===== config.mk =====
export PLATFORM = sky130hd
export DESIGN_NAME = hex_keypad_entry
export DESIGN_NICKNAME = d
export VERILOG_FILES = /design/src/rtl/hex_keypad_entry.sv
export SDC_FILE = /design/constraint.sdc
export NUM_CORES = 1
export LEC_CHECK = 0
export CAP_MARGIN = 15
export CELL_PAD_IN_SITES_DETAIL_PLACEMENT = 2
export CELL_PAD_IN_SITES_GLOBAL_PLACEMENT = 2
export CORE_AREA = 2 2 84 166
export CTS_CLUSTER_DIAMETER = 30
export DETAILED_ROUTE_END_ITERATION = 8
export DIE_AREA = 0 0 86 168
export GPL_TIMING_DRIVEN = 0
export PLACE_DENSITY = 0.82
export SLEW_MARGIN = 10
export SYNTH_ARGS = -nofsm -noshare
export SYNTH_HDL_FRONTEND = slang
export SYNTH_SLANG_ARGS = --single-unit

===== constraint.sdc =====
create_clock -name clk -period 2.4 [get_ports clk]
set_input_delay 0.36 -clock clk [delete_from_list [all_inputs] [get_ports clk]]
set_output_delay 0.36 -clock clk [all_outputs]
set_load 0.05 [all_outputs]

===== src/rtl/hex_keypad_entry.sv =====
// Scans a 4x4 hex keypad, debounces whole-matrix frames and shifts accepted
// digits into a 16-bit entry value for the CPU control block.
module hex_keypad_entry #(
  parameter int SCAN_DIV       = 1000,
  parameter int DEBOUNCE_SCANS = 4
) (
  input  logic        clk,
  input  logic        rst,
  output logic [3:0]  row_n,
  input  logic [3:0]  col_n,
  input  logic        clear,
  input  logic        consume,
  output logic [15:0] user_input,
  output logic        input_valid,
  output logic [2:0]  digit_count,
  output logic        key_strobe,
  output logic [3:0]  key_code
);

  localparam int CNT_W = (SCAN_DIV > 1) ? $clog2(SCAN_DIV) : 1;
  localparam int STB_W = $clog2(DEBOUNCE_SCANS + 1);
  localparam logic [CNT_W-1:0] CNT_LAST = CNT_W'(SCAN_DIV - 1);
  localparam logic [STB_W-1:0] STB_MAX  = STB_W'(DEBOUNCE_SCANS);

  logic [3:0]       col_meta_q, col_meta_d;
  logic [3:0]       col_sync_q, col_sync_d;
  logic [CNT_W-1:0] scan_cnt_q, scan_cnt_d;
  logic [1:0]       row_q, row_d;
  logic [15:0]      frame_q, frame_d;
  logic [15:0]      prev_frame_q, prev_frame_d;
  logic [STB_W-1:0] stable_q, stable_d;
  logic [15:0]      acc_frame_q, acc_frame_d;
  logic [15:0]      user_input_q, user_input_d;
  logic [2:0]       digit_count_q, digit_count_d;
  logic             key_strobe_q, key_strobe_d;
  logic [3:0]       key_code_q, key_code_d;

  logic [3:0]  pressed;
  logic [15:0] full_frame;
  logic [15:0] new_bits;
  logic        frame_done;
  logic        one_hot;
  logic        digit_ok;
  logic [3:0]  digit_code;

  always_comb begin
    col_meta_d    = col_n;
    col_sync_d    = col_meta_q;
    scan_cnt_d    = scan_cnt_q + CNT_W'(1);
    row_d         = row_q;
    frame_d       = frame_q;
    prev_frame_d  = prev_frame_q;
    stable_d      = stable_q;
    acc_frame_d   = acc_frame_q;
    user_input_d  = user_input_q;
    digit_count_d = digit_count_q;
    key_strobe_d  = 1'b0;
    key_code_d    = key_code_q;
    frame_done    = 1'b0;
    one_hot       = 1'b0;
    digit_ok      = 1'b0;
    digit_code    = 4'd0;
    new_bits      = 16'd0;

    pressed    = ~col_sync_q;
    full_frame = {pressed, frame_q[11:0]};

    if (scan_cnt_q == CNT_LAST) begin
      scan_cnt_d                   = '0;
      row_d                        = row_q + 2'd1;
      frame_d[{row_q, 2'b00} +: 4] = pressed;
      frame_done                   = (row_q == 2'd3);
    end

    // A frame is only trusted once it has repeated DEBOUNCE_SCANS times in a row.
    if (frame_done) begin
      prev_frame_d = full_frame;
      if (full_frame == prev_frame_q)
        stable_d = (stable_q >= STB_MAX) ? STB_MAX : stable_q + STB_W'(1);
      else
        stable_d = STB_W'(1);

      if (stable_d == STB_MAX) begin
        acc_frame_d = full_frame;
        new_bits    = full_frame & ~acc_frame_q;
        one_hot     = (full_frame != 16'd0) &&
                      ((full_frame & (full_frame - 16'd1)) == 16'd0);
        digit_ok    = one_hot && ((full_frame & new_bits) != 16'd0);
      end
    end

    for (int i = 0; i < 16; i++)
      if (full_frame[i]) digit_code = 4'(i);

    if (digit_ok) begin
      key_strobe_d  = 1'b1;
      key_code_d    = digit_code;
      user_input_d  = {user_input_q[11:0], digit_code};
      digit_count_d = (digit_count_q >= 3'd4) ? 3'd4 : digit_count_q + 3'd1;
    end

    // Discarding the entry wins over a digit landing on the same edge.
    if (clear || consume) begin
      user_input_d  = 16'd0;
      digit_count_d = 3'd0;
    end
  end

  always_ff @(posedge clk) begin
    if (rst) begin
      col_meta_q    <= 4'hF;
      col_sync_q    <= 4'hF;
      scan_cnt_q    <= '0;
      row_q         <= 2'd0;
      frame_q       <= 16'd0;
      prev_frame_q  <= 16'd0;
      stable_q      <= '0;
      acc_frame_q   <= 16'd0;
      user_input_q  <= 16'd0;
      digit_count_q <= 3'd0;
      key_strobe_q  <= 1'b0;
      key_code_q    <= 4'd0;
    end else begin
      col_meta_q    <= col_meta_d;
      col_sync_q    <= col_sync_d;
      scan_cnt_q    <= scan_cnt_d;
      row_q         <= row_d;
      frame_q       <= frame_d;
      prev_frame_q  <= prev_frame_d;
      stable_q      <= stable_d;
      acc_frame_q   <= acc_frame_d;
      user_input_q  <= user_input_d;
      digit_count_q <= digit_count_d;
      key_strobe_q  <= key_strobe_d;
      key_code_q    <= key_code_d;
    end
  end

  assign row_n       = ~(4'b0001 << row_q);
  assign user_input  = user_input_q;
  assign digit_count = digit_count_q;
  assign input_valid = (digit_count_q != 3'd0);
  assign key_strobe  = key_strobe_q;
  assign key_code    = key_code_q;

endmodule


# After elaboration in Yosys (flattened, before gate mapping)

Cells that the tools add are included.

Register bits after elaboration: 95
Input port bits: 8
Output and inout port bits: 29
Logic and storage cells: 67

Add/subtract/negate cells: 6
Magnitude comparators: 2
Equality and inequality tests: 4
Shift operators: 3
Muxes and demuxes: 24
Bitwise operators: 6
Reduce and logical (&&, ||, !) cells: 10

Operators with widths:

| cell                     | count |
|---|---|
| $mux W4                  | 14 |
| $and A16 B16 Y16         | 3 |
| $reduce_bool A16 Y1      | 2 |
| $bwmux W16               | 1 |
| $eq A16 B16 Y1           | 1 |
| $logic_not A16 Y1        | 1 |
| $not A16 Y16             | 1 |
| $shift A4 B6 Y16 const A | 1 |
| $shiftx A4 B6 Y16        | 1 |
| $sub A16 B1 Y16 const B  | 1 |
| $mux W3                  | 4 |
| $add A10 B1 Y10 const B  | 1 |
| $eq A10 B10 Y1 const B   | 1 |
| $not A4 Y4               | 2 |
| $add A3 B1 Y3 const B    | 2 |
| $ge A3 B3 Y1 const B     | 2 |
| $neg A4 Y6               | 1 |
| $mux W1                  | 5 |
| $reduce_or A2 Y1         | 2 |
| $shl A1 B2 Y4 const A    | 1 |
| $eq A3 B3 Y1 const B     | 1 |
| $reduce_bool A3 Y1       | 1 |
| $add A2 B1 Y2 const B    | 1 |
| $eq A2 B2 Y1 const B     | 1 |
| 3 further kinds          | 4 |

# Depth between registers and ports, before layout

Gate-level depths: netlist of the first run.

Word-level depth: 15
Depth in mapped cells: 9
Depth with buffers taken out: 7

# Least setup slack after synthesis of the first run

OpenSTA, ideal clock, no wires.

Path type: flip-flop to flip-flop
Start point: reg row_q[0]
End point: reg user_input_q[3] (netlist: user_input[3])
Setup time: 0.116 ns
Arrival time: 2.454 ns
Data required time: 2.284 ns
Setup slack: -0.170 ns
Cell stages (with the launch flop): 8
Path buffers: 1
Path through: dfxtp_1 > ha_1 > inv_1 > nor4_2 > nand3_1 > buf_2 > or4_1 > o211a_1

Longest elaborated chain between the ends: 3

RTL lines:

| element                  | RTL line | RTL |
|---|---|---|
| start: declaration       | 28       | `logic [1:0] row_q, row_d;` |
| start signal: assignment | 127      | `row_q <= row_d;` |
| $eq A2 B2 Y1             | 72       | `frame_done = (row_q == 2'd3);` |
| $mux W1                  | 68       | `if (scan_cnt_q == CNT_LAST) begin` |
| $mux W1                  | 76       | `if (frame_done) begin` |
| end signal: assignment   | 132      | `user_input_q <= user_input_d;` |
| end: declaration         | 33       | `logic [15:0] user_input_q, user_input_d;` |

No other way between the ends.
A chain may end at the register's enable or synchronous reset.

# Worst setup path in the final report of the first run

Start point: reg frame_q[0]
End point: reg user_input_q[10] (netlist: user_input[10])

Longest elaborated chain between the ends: 7
Elaborated cells on any way between the ends: 15

RTL lines:

| element                  | RTL line | RTL |
|---|---|---|
| start: declaration       | 29       | `logic [15:0] frame_q, frame_d;` |
| start signal: assignment | 128      | `frame_q <= frame_d;` |
| $sub A16 B1 Y16          | 87       | `((full_frame & (full_frame - 16'd1)) == 16'd0);` |
| $and A16 B16 Y16         | 87       |  |
| $logic_not A16 Y1        | 87       |  |
| $logic_and A1 B1 Y1      | 86       | `one_hot = (full_frame != 16'd0) &&` |
| $logic_and A1 B1 Y1      | 88       | `digit_ok = one_hot && ((full_frame & new_bits) != 16'd0);` |
| $mux W1 *                | 83       | `if (stable_d == STB_MAX) begin` |
| $mux W1 *                | 76       |  |

Mark *: on every way between the ends. The rest lies on a longest branch, timed or not. The select of a mux whose other input is x is not followed.

==> results by stage, run 1 <==
Floorplanning:
- The die is 86 µm wide.
- The count of boundary I/O pins is 37.
- In this run the vertical extent of the chip is 168 µm.
- For this configuration, the core starts out at a cell density of 0.3101.
- The core area is 13290 µm².
- The floorplan has 60 rows.
- The die outline area is 14450 µm².

Clock tree:
- For the worst-skew pair, the clock arrives at the later sink with an insertion delay of 350 ps.
- The cell at the root of the clock tree is sky130_fd_sc_hd__clkbuf_16.
- The longest clock path from root to sink contains 2 buffers.
- The number of CTS-inserted buffers is 9.
- The number of sinks on the clock net is 91.
- Clock-pin slew was measured on the worst setup and hold paths at 70 ps.
- TritonCTS built the clock tree.
- In this run the number of H-tree levels came out at 3.

Timing:
- Static timing analysis puts the maximum clock frequency at 0.3847 GHz.
- For the final database, setup skew stands at 6.079 ps.
- The number of setup violations in the final report is 23.
- The total negative slack for setup checks is -3527 ps.
- Setup repair after global routing could not meet its margin everywhere.
- The max-slew violation total from the final report is 0.
- In the finished design, the share of the clock period the worst path needs comes to 1.083.
- Subtracting the final worst setup slack from the clock period gives 2599 ps.
- The worst path setup slack after routing is -199.3 ps.
- The number of hold violations in the final report is 0.
- The actual transition at the worst max-transition pin is 930.2 ps.
- The max-slew headroom at the worst pin is 0.3751.

Detailed routing:
- The count of nets left with antenna violations once routing finished came out at 0.
- The detailed-route vias per instance is 5.314.
- The via count of the routed design is 3720.
- The DRC violation count after routing is 0.
- The total iterations of the first detailed-routing run is 4.
- The detailed router finished its first iteration with 191 violations.
- The average wire per standard cell is 21.05 µm.
- Wires add up to 14730 µm.

Synthesis:
- The synthesized area per cell is 8.748 µm².
- The xor/xnor share of the synthesized area is 0.04889.
- The top flip-flop cell by instance count after synthesis is sky130_fd_sc_hd__dfxtp_1.
- sky130_fd_sc_hd__dfxtp_1 is the most common cell in the netlist.
- The mapped netlist covers 4120 µm².
- The portion of synthesized area spent on multiplexers is 0.07531.
- Counting flops with an async set or reset pin after synthesis yields a share of 0.
- Ranked by total cell area, the synthesized netlist is headed by sky130_fd_sc_hd__dfxtp_1, sky130_fd_sc_hd__mux2i_1, sky130_fd_sc_hd__nand2_1.
- The fraction of post-synthesis cell area in the top cell type by area is 0.4422.
- The combinational family with the most area after synthesis is simple AND/OR/NAND/NOR gates.
- Synthesis produced a netlist whose cell count is 471.
- Of the total synthesized cell area, the portion taken by full adders, half adders and majority gates is 0.03280.
- In this run, distinct cell masters in the synthesized netlist total 53.
- The synthesized-area fraction occupied by ao, oa, aoi and oai cells was 0.1221.
- Sorting the synthesized cells by how often they occur yields sky130_fd_sc_hd__dfxtp_1, sky130_fd_sc_hd__nand2_1, sky130_fd_sc_hd__nor2_1.
- For this run, the register share of the synthesized area comes to 0.4422.
- The number of flip-flops and latches in the synthesized netlist is 91.
- The post-synthesis simple-gate area fraction is 0.2232.
- The number of nets handed over by synthesis was 489.
- For this run, the number of Yosys warnings is 0.
- The biggest area contributor in the post-synthesis netlist is sky130_fd_sc_hd__dfxtp_1.
- In this run, synthesis inferred 0 flip-flops with an integrated enable.

Place:
- The congestion estimate from routability-driven global placement came to 0.7938.
- Port buffering added 35 buffers.
- The post-detailed-placement cell area is 4692 µm².
- The estimated wirelength of the detail-placed design is 8454 µm.

Pwr:
- Dividing total power by cell area gives a power density of 594.9 nW/µm².
- The worst-case IR drop observed on VDD is 0.4404 mV.
- The overall power after layout is 0.003203 W.
- The analysis attributes to cell leakage a power of 2.128 nW.

Worst hold path:
- The endpoint with the worst hold slack is col_sync_q[2].
- The worst hold path cell count is 1.
- The startpoint of the worst hold path is col_meta_q[2].
- The worst hold path class is flop to flop.

Critical path:
- The startpoint identified for the worst register-to-register timing path is frame_q[0].
- The maximum net fanout on the critical path is 6.
- The setup check on the worst reg-to-reg path leaves a slack of -200 ps.
- The critical path endpoint category is a flop.
- The number of cells on the worst reg-to-reg path is 8.
- The kind of critical path is flop to flop.
- The endpoint arrival time on the critical path is 2870 ps.
- The worst register-to-register path ends at user_input[10].
- The worst setup path is launched from a flop.
- STA puts the critical path data required time at 2680 ps.

Global routing:
- The maximum number of pins on one net before global-route repair is 16.
- met2 is the most crowded layer.
- After global routing the overflow that remains totals 0.
- The met3 usage is 0.03873.
- In the global route stage, met2 resource usage came out at 0.3357.
- The number of global-route vias before repair is 4066.
- The first global-routing pass estimated 21980 µm of wire.
- Across every metal layer, demand over resource in global routing totals 0.1970.
- The number of antenna violations at the first check in global routing is 0.
- The met1 demand-to-capacity share in global routing is 0.2416.

Outcome:
- The final reports fail on negative setup slack.
- The run finished, with violations left.

Flow run:
- Across the run, the number of max-cap violations was 0.

Layout:
- The post-route cell area is 5385 µm².
- The repair_antennas step left the layout with diodes totalling 0.
- Of the cells placed in the final design, the portion with a size suffix greater than 1 is 0.1872.
- Relative to the synthesized area, the layout overhead comes to 30.70%.
- The final layout contains 558 nets.
==> flip-flops by register name (all words and copies together), names as in the netlist, 4 cells and up <==
name,flops
acc_frame_q,16
prev_frame_q,16
user_input,16
frame_q,12
scan_cnt_q,10
col_meta_q,4
col_sync_q,4
key_code,4
==> timing repair <==
item / 4_1_cts / 5_1_grt
hold buffers: 0 / 0
gates resized for setup: 32 / 30
buffers inserted: 16 / 15
gates cloned: 2 / 0
pin swaps: 6 / 9
endpoints found under the setup margin: 75 / 48
==> report_power, final <==
| part | internal [W] | leakage, nW | switching, W |
|---|---|---|---|
| Combinational | 0.0000476 | 1.24 | 0.0000773 |
| Clock | 0.000915 | 0.149 | 0.000637 |
| Sequential | 0.00152 | 0.741 | 0.00000939 |
| Total | 0.00248 | 2.13 | 0.000724 |
==> layer usage <==
metal	wire length (µm)	share of wire
met1	6222	0.42
met5	0	0
met4	441	0.030
met2	7613	0.52
met3	455	0.031
==> area by class of cell <==
class / count / area, µm²
Fill cell: 1422 / 7903
Buffer: 23 / 151.4
Clock buffer: 10 / 229.0
Tap cell: 155 / 193.9
Multi-Input combinational cell: 328 / 2165
Inverter: 20 / 75.07
Clock inverter: 6 / 88.84
Sequential cell: 91 / 1843
Timing Repair Buffer: 67 / 639.4
==> layout by cell type (no fill, tap or decap), drive strengths merged, types with 3 or more instances in the layout <==
cell,count
clkdlybuf4s50,33
xor2,9
or3,6
xnor2,14
nand4,5
nand2,58
nand2b,9
nor4,4
o211a,6
nor2,51
a21oi,37
mux2i,31
buf,39
nand3,12
ha,10
a211oi,4
o21ai,7
o22ai,3
inv,21
clkbuf,26
nor3,19
or4,6
dfxtp,91
or2,13
==> cells by family after synthesis <==
logic type / count (synthesis)
simple gates: 189
flops: 91
compound gates: 74
buf+inv: 52
mux: 31
xor+xnor: 23
fa+ha+maj: 11
==> worst max path at each step <==
| stage | start | end | slack [ps] | cells past startpoint |
|---|---|---|---|---|
| 3_3_place_gp | frame_q[11] | key_code[3] | -650 | 8 |
| 4_1_cts | frame_q[3] | key_code[3] | -180 | 9 |
| 3_5_place_dp | frame_q[7] | key_code[3] | -700 | 8 |
| 2_1_floorplan | frame_q[3] | user_input[10] | -100 | 8 |
| 5_1_grt | frame_q[0] | user_input[0] | -300 | 8 |
| 6_report | frame_q[0] | user_input[10] | -200 | 8 |
==> critical path, cell delays in order, from the launching register on <==
cell                      delay [ps]
sky130_fd_sc_hd__dfxtp_4         370
sky130_fd_sc_hd__or2_4           270
sky130_fd_sc_hd__or4_4           570
sky130_fd_sc_hd__o32ai_4         330
sky130_fd_sc_hd__nand2_2         140
sky130_fd_sc_hd__nor4_4          310
sky130_fd_sc_hd__buf_6           180
sky130_fd_sc_hd__buf_6           140
sky130_fd_sc_hd__mux2i_1         210
==> metrics by stage <==
| step | std cells | hold WS, ps | worst slack (ps) | util |
|---|---|---|---|---|
| 2_1_floorplan | 471 | 389.5 | -99.52 | - |
| 3_3_place_gp | 661 | 391.5 | -645.6 | 0.3531 |
| 3_5_place_dp | 661 | 398.1 | -701.3 | 0.3531 |
| 4_1_cts | 691 | 415.0 | -176.1 | 0.3940 |
| 5_1_grt | 700 | 432.3 | -304.5 | 0.4053 |
| 6_report | 700 | 410.7 | -199.3 | 0.4053 |
No activity file was read; power rests on OpenSTA's default activity.
==> run 2: changes to the inputs <==
--- a/config.mk
+++ b/config.mk
@@ -5,6 +5,7 @@
 export SDC_FILE = /design/constraint.sdc
 export NUM_CORES = 1
 export LEC_CHECK = 0
+export ABC_CLOCK_PERIOD_IN_PS = 2400
 export CAP_MARGIN = 15
 export CELL_PAD_IN_SITES_DETAIL_PLACEMENT = 2
 export CELL_PAD_IN_SITES_GLOBAL_PLACEMENT = 2
==> results of run 2 <==
The final DEF is identical to that of run 1; final timing and power are the same.
